File: src/rtl/puf_race_sampler.sv
// Launch/capture controller for a PUF switch-chain race: holds the challenge on
// the stage selects, fires EVALS races and majority-votes the winners into one bit.
module puf_race_sampler #(
   parameter int CW      = 64,
   parameter int EVALS   = 15,
   parameter int SETTLE  = 4,
   parameter int TIMEOUT = 255
) (
   input  logic          clk,
   input  logic          rst_n,
   input  logic          start,
   input  logic [CW-1:0] challenge,
   input  logic          race_top,
   input  logic          race_bot,
   output logic          launch,
   output logic [CW-1:0] sel,
   output logic          busy,
   output logic          resp,
   output logic          resp_valid,
   output logic [7:0]    ones,
   output logic          fault
);

   localparam int CNT_MAX = (SETTLE > TIMEOUT) ? SETTLE : TIMEOUT;
   localparam int CNT_W   = $clog2(CNT_MAX + 1);
   localparam logic [CNT_W-1:0] SETTLE_LAST  = CNT_W'(SETTLE - 1);
   localparam logic [CNT_W-1:0] TIMEOUT_LAST = CNT_W'(TIMEOUT - 1);
   localparam logic [7:0]       EVALS_C      = 8'(EVALS);
   localparam logic [7:0]       HALF_C       = 8'(EVALS / 2);

   typedef enum logic [2:0] {
      S_IDLE,
      S_SETUP,
      S_FIRE,
      S_WAIT,
      S_DISCHARGE,
      S_DONE
   } state_t;

   state_t           state_q, state_d;
   logic [CNT_W-1:0] cnt_q, cnt_d;
   logic [7:0]       race_cnt_q, race_cnt_d;
   logic             launch_q, launch_d;
   logic [CW-1:0]    sel_q, sel_d;
   logic             busy_q, busy_d;
   logic             resp_q, resp_d;
   logic             resp_valid_q, resp_valid_d;
   logic [7:0]       ones_q, ones_d;
   logic             fault_q, fault_d;
   logic             end_race;

   always_comb begin
      state_d      = state_q;
      cnt_d        = cnt_q;
      race_cnt_d   = race_cnt_q;
      launch_d     = launch_q;
      sel_d        = sel_q;
      busy_d       = busy_q;
      resp_d       = resp_q;
      resp_valid_d = 1'b0;
      ones_d       = ones_q;
      fault_d      = fault_q;
      end_race     = 1'b0;

      case (state_q)
         S_IDLE: begin
            if (start) begin
               sel_d      = challenge;
               ones_d     = '0;
               race_cnt_d = '0;
               fault_d    = 1'b0;
               busy_d     = 1'b1;
               cnt_d      = '0;
               state_d    = S_SETUP;
            end
         end

         S_SETUP: begin
            if (cnt_q == SETTLE_LAST) begin
               cnt_d    = '0;
               launch_d = 1'b1;
               state_d  = S_FIRE;
            end else begin
               cnt_d = cnt_q + 1'b1;
            end
         end

         S_FIRE: begin
            cnt_d   = '0;
            state_d = S_WAIT;
         end

         S_WAIT: begin
            // A tie and a timeout both count as a bottom win.
            if (race_top || race_bot) begin
               if (race_top && !race_bot) begin
                  ones_d = ones_q + 8'd1;
               end
               end_race = 1'b1;
            end else if (cnt_q == TIMEOUT_LAST) begin
               fault_d  = 1'b1;
               end_race = 1'b1;
            end else begin
               cnt_d = cnt_q + 1'b1;
            end
            if (end_race) begin
               launch_d   = 1'b0;
               cnt_d      = '0;
               race_cnt_d = race_cnt_q + 8'd1;
               state_d    = S_DISCHARGE;
            end
         end

         S_DISCHARGE: begin
            // Count saturates so a stuck-high output can hold us here indefinitely.
            if (cnt_q != SETTLE_LAST) begin
               cnt_d = cnt_q + 1'b1;
            end else if (!race_top && !race_bot) begin
               cnt_d = '0;
               if (race_cnt_q == EVALS_C) begin
                  state_d = S_DONE;
               end else begin
                  launch_d = 1'b1;
                  state_d  = S_FIRE;
               end
            end
         end

         S_DONE: begin
            resp_d       = (ones_q > HALF_C);
            resp_valid_d = 1'b1;
            busy_d       = 1'b0;
            state_d      = S_IDLE;
         end

         default: begin
            state_d = S_IDLE;
         end
      endcase
   end

   always_ff @(posedge clk) begin
      if (!rst_n) begin
         state_q      <= S_IDLE;
         cnt_q        <= '0;
         race_cnt_q   <= '0;
         launch_q     <= 1'b0;
         sel_q        <= '0;
         busy_q       <= 1'b0;
         resp_q       <= 1'b0;
         resp_valid_q <= 1'b0;
         ones_q       <= '0;
         fault_q      <= 1'b0;
      end else begin
         state_q      <= state_d;
         cnt_q        <= cnt_d;
         race_cnt_q   <= race_cnt_d;
         launch_q     <= launch_d;
         sel_q        <= sel_d;
         busy_q       <= busy_d;
         resp_q       <= resp_d;
         resp_valid_q <= resp_valid_d;
         ones_q       <= ones_d;
         fault_q      <= fault_d;
      end
   end

   assign launch     = launch_q;
   assign sel        = sel_q;
   assign busy       = busy_q;
   assign resp       = resp_q;
   assign resp_valid = resp_valid_q;
   assign ones       = ones_q;
   assign fault      = fault_q;

endmodule

File: config.mk
export PLATFORM = sky130hd
export DESIGN_NAME = puf_race_sampler
export DESIGN_NICKNAME = d
export VERILOG_FILES = /design/src/rtl/puf_race_sampler.sv
export SDC_FILE = /design/constraint.sdc
export NUM_CORES = 1
export LEC_CHECK = 0
export CAP_MARGIN = 20
export CORE_MARGIN = 5
export CORE_UTILIZATION = 25
export DETAILED_ROUTE_END_ITERATION = 16
export SETUP_SLACK_MARGIN = 0.2
export SLEW_MARGIN = 5
export SYNTH_ARGS = -nofsm -noshare
export SYNTH_HDL_FRONTEND = slang
export SYNTH_SLANG_ARGS = --single-unit
File: constraint.sdc
create_clock -name clk -period 3.2 [get_ports clk]
set_input_delay 0.32 -clock clk [delete_from_list [all_inputs] [get_ports clk]]
set_output_delay 0.32 -clock clk [all_outputs]
set_load 0.005 [all_outputs]
==> out/qor.csv <==
stage,metric,value,unit
yosys,synth_edf_count,0,
grt,antenna_found_initial,0,
power,power.total,2980,µW
layout,drive_gt1_share,4.57,%
yosys,synth_cell_types,51,
layout,nets,681,
grt,grtUsageTotal,12.6,%
timing,fin_crit,2.33,ns
yosys,ys_ff_latch,96,
routing,dr.pass1.iters,4,
layout,fill_cells,1508,
timing,setup_violations,0,
hold_path,holdPathStages,2,
layout,regArea,1920,µm²
clocking,cts_tree,done,
routing,drt_iter0_markers,189,
clocking,cts_made_buffers,9,
worst_setup_path,critPathCaptureType,flop,
timing,rsz0062_at_grt,no,
floorplanning,dieArea,17900,µm²
floorplanning,design.core.area,15100,µm²
status,status,"complete, no violations",
hold_path,hp-class,flop to flop,
worst_setup_path,arrival,2.55,ns
clocking,postCtsHoldBufs,0,
grt,grt-ovfl-total,0,
yosys,yosys_warnings,0,
hold_path,holdPathEnd,sel[41],
routing,vias_per_cell,4.62,
floorplanning,die_h,134,µm
timing,fin_crit_sh,72.8,%
timing,hold_violations,0,
yosys,yosysSeqAreaShare,50.0,%
clocking,root_buffer,clkbuf_16,
power,power_density,513,nW/µm²
power,leakagePower,0.00209,µW
worst_setup_path,cpMaxStageDelayCell,or4b_2,
grt,grt_pass1_vias,3599,
timing,clock_skew,0.00538,ns
placement,place_congestion,0.777,
worst_setup_path,cp_slowest_stage_delay,1.08,ns
routing,finalWirelength,11400,µm
placement,dp_hpwl,8190,µm
timing,setup_ws,0.871,ns
routing,ant_nets,0,
timing,slew_viol_final,0,
timing,tns,0,ns
timing,worstMarginPinSlew,0.643,ns
yosys,syn-instance-count,477,
yosys,avgSynthCellArea,8.06,µm²
yosys,synth_fp_nets,550,
routing,vias,3700,
grt,grt_max_degree,50,
worst_setup_path,r2r_end,ones[5],
worst_setup_path,critical_path_class,flop to flop,
routing,routedWlPerCell,14.2,µm
clocking,h-tree-depth,3,
yosys,syn_area,3840,µm²
timing,max_freq,429,MHz
yosys,ys.flop_type,dfxtp_1,
worst_setup_path,rr_startpoint,state_q[0],
timing,whs,0.454,ns
floorplanning,pin_count,146,
floorplanning,start_util,25.4,%
floorplanning,row_count,45,
routing,drc,0,
worst_setup_path,path_cells,or4b_2 -> o21ai_2 -> and3_1 -> xnor2_1 -> nor2_1,
clocking,post_cts_buffers,0,
clocking,cts.reportedPaths.clkPinSlew,0.06,ns
worst_setup_path,cp_max_fo,27,
placement,place_ws,0.629,ns
placement,io_buffer_count,145,
grt,grt_pass1_wl,18300,µm
clocking,clock-sinks,96,
layout,multiInputGateArea,1790,µm²
worst_setup_path,start_kind,flop,
clocking,post_cts_resized,0,
worst_setup_path,required,3.42,ns
power,peakVddDrop,0.000311,V
timing,slew_headroom,57.1,%
run,maxCapViolations,0,
worst_setup_path,reg2reg_depth,5,
clocking,clock_path_buffers,2,
yosys,synthArstFlopShare,0,%
clocking,clkLatencyLatePin,0.34,ns
layout,antennaDiodeCount,0,
worst_setup_path,regToRegSetupSlack,0.87,ns
hold_path,hp-start,sel[41],
floorplanning,die_width,134,µm
layout,synthToLayoutAreaGrowth,51.1,%
-- metal layers --
metal / vias up / share of wire (%) / GRT usage [%]
li1: 1868 / - / -
met1: 1719 / 43 / 14.8
met2: 95 / 50 / 21.8
met3: 18 / 5.6 / 3.53
met4: 0 / 1.8 / 4.57
met5: - / 0 / 0
-- per-stage QoR --
| step | cell area [µm²] | cells | utilization [%] |
|---|---|---|---|
| 2_1_floorplan | 3840 | 477 | - |
| 3_3_place_gp | 5470 | 785 | 36.1 |
| 3_5_place_dp | 5470 | 785 | 36.1 |
| 4_1_cts | 5810 | 801 | 38.3 |
| 5_1_grt | 5810 | 801 | 38.3 |
| 6_report | 5810 | 801 | 38.3 |
-- flip-flops by register name, summed over array words and instances (netlist names) --
register / cells
launch: 1
ones: 8
sel: 64
state_q: 3
fault: 1
cnt_q: 8
resp: 1
race_cnt_q: 8
busy: 1
resp_valid: 1
-- power breakdown --
| group | total [µW] | internal (µW) | leakage (µW) | switching, µW |
|---|---|---|---|---|
| sequential | 1320 | 1270 | 0.000785 | 49.6 |
| clock | 1180 | 729 | 0.000159 | 451 |
| combinational | 483 | 261 | 0.00114 | 223 |
-- layout make-up --
class	instances	area share, %
Sequential cell	96	33.1
Multi-Input combinational cell	348	30.9
Timing Repair Buffer	150	26.1
Clock buffer	12	4.42
Tap cell	188	4.05
Clock inverter	4	1.31
Inverter	3	0.194
-- worst max-delay path by stage --
stage | from | to | slack, ns
after floorplan | cnt_q[0] | state_q[0] | 1.35
after global placement | start | ones[5] | 0.65
after detailed placement | start | sel[31] | 0.63
after CTS | state_q[0] | sel[31] | 0.84
after global routing | state_q[0] | ones[3] | 0.70
final | state_q[0] | ones[5] | 0.87
-- logic make-up (layout without fill, tap and decap cells) --
family                     Yosys count  in the layout  synth area share [%]
muxes                                1              1                 0.261
and+or+nand+nor                    231            231                  26.7
AOI/OAI and AO/OA                   99             99                  15.2
xor gates and xnor gates            13             13                  2.96
DFF                                 96             96                  50.0
adders and majority gates            4              4                  1.30
buffers and inverters               33            169                  3.55
-- Yosys cell counts, types with 2 or more instances --
master | number | area, µm²
nand2_1 | 149 | 559
dfxtp_1 | 96 | 1920
a21oi_1 | 69 | 345
nor2_1 | 27 | 101
clkbuf_1 | 20 | 75.1
nor3_1 | 11 | 55.1
buf_2 | 10 | 50.1
xnor2_1 | 8 | 70.1
and3_1 | 5 | 31.3
nand3_1 | 5 | 25.0
xor2_1 | 5 | 43.8
and2_1 | 4 | 25.0
ha_1 | 4 | 50.1
nand2b_1 | 4 | 25.0
nor4_1 | 4 | 25.0
a31oi_1 | 3 | 18.8
nand4_1 | 3 | 18.8
nor2b_1 | 3 | 18.8
nor3b_1 | 3 | 22.5
o211ai_1 | 3 | 22.5
o21ai_0 | 3 | 15.0
a211oi_1 | 2 | 15.0
a21boi_0 | 2 | 15.0
a311oi_1 | 2 | 17.5
and3b_1 | 2 | 17.5
inv_1 | 2 | 7.51
nand3b_1 | 2 | 15.0
o211a_1 | 2 | 20.0
o22ai_1 | 2 | 12.5
-- critical path, delay by kind of cell (launching register included) --
family | cells | cell delay, ns
AO/OA/AOI/OAI | 1 | 0.24
XOR/XNOR | 1 | 0.12
flip-flops | 1 | 0.51
AND/OR/NAND/NOR | 3 | 1.34
-- placed cells by master, fill, tap and decap left out, types with 3 or more instances in the layout --
cell type,n
nand2_1,149
clkdlybuf4s50_1,145
dfxtp_1,96
a21oi_1,69
nor2_1,27
nor3_1,11
clkbuf_16,9
xnor2_1,8
and3_1,5
nand3_1,5
xor2_1,5
nor4_1,4
nand2b_1,4
and2_1,4
ha_1,4
nor3b_1,3
a31oi_1,3
nand4_1,3
o21ai_0,3
o211ai_1,3
buf_4,3
(Power assumes the default switching activity.)
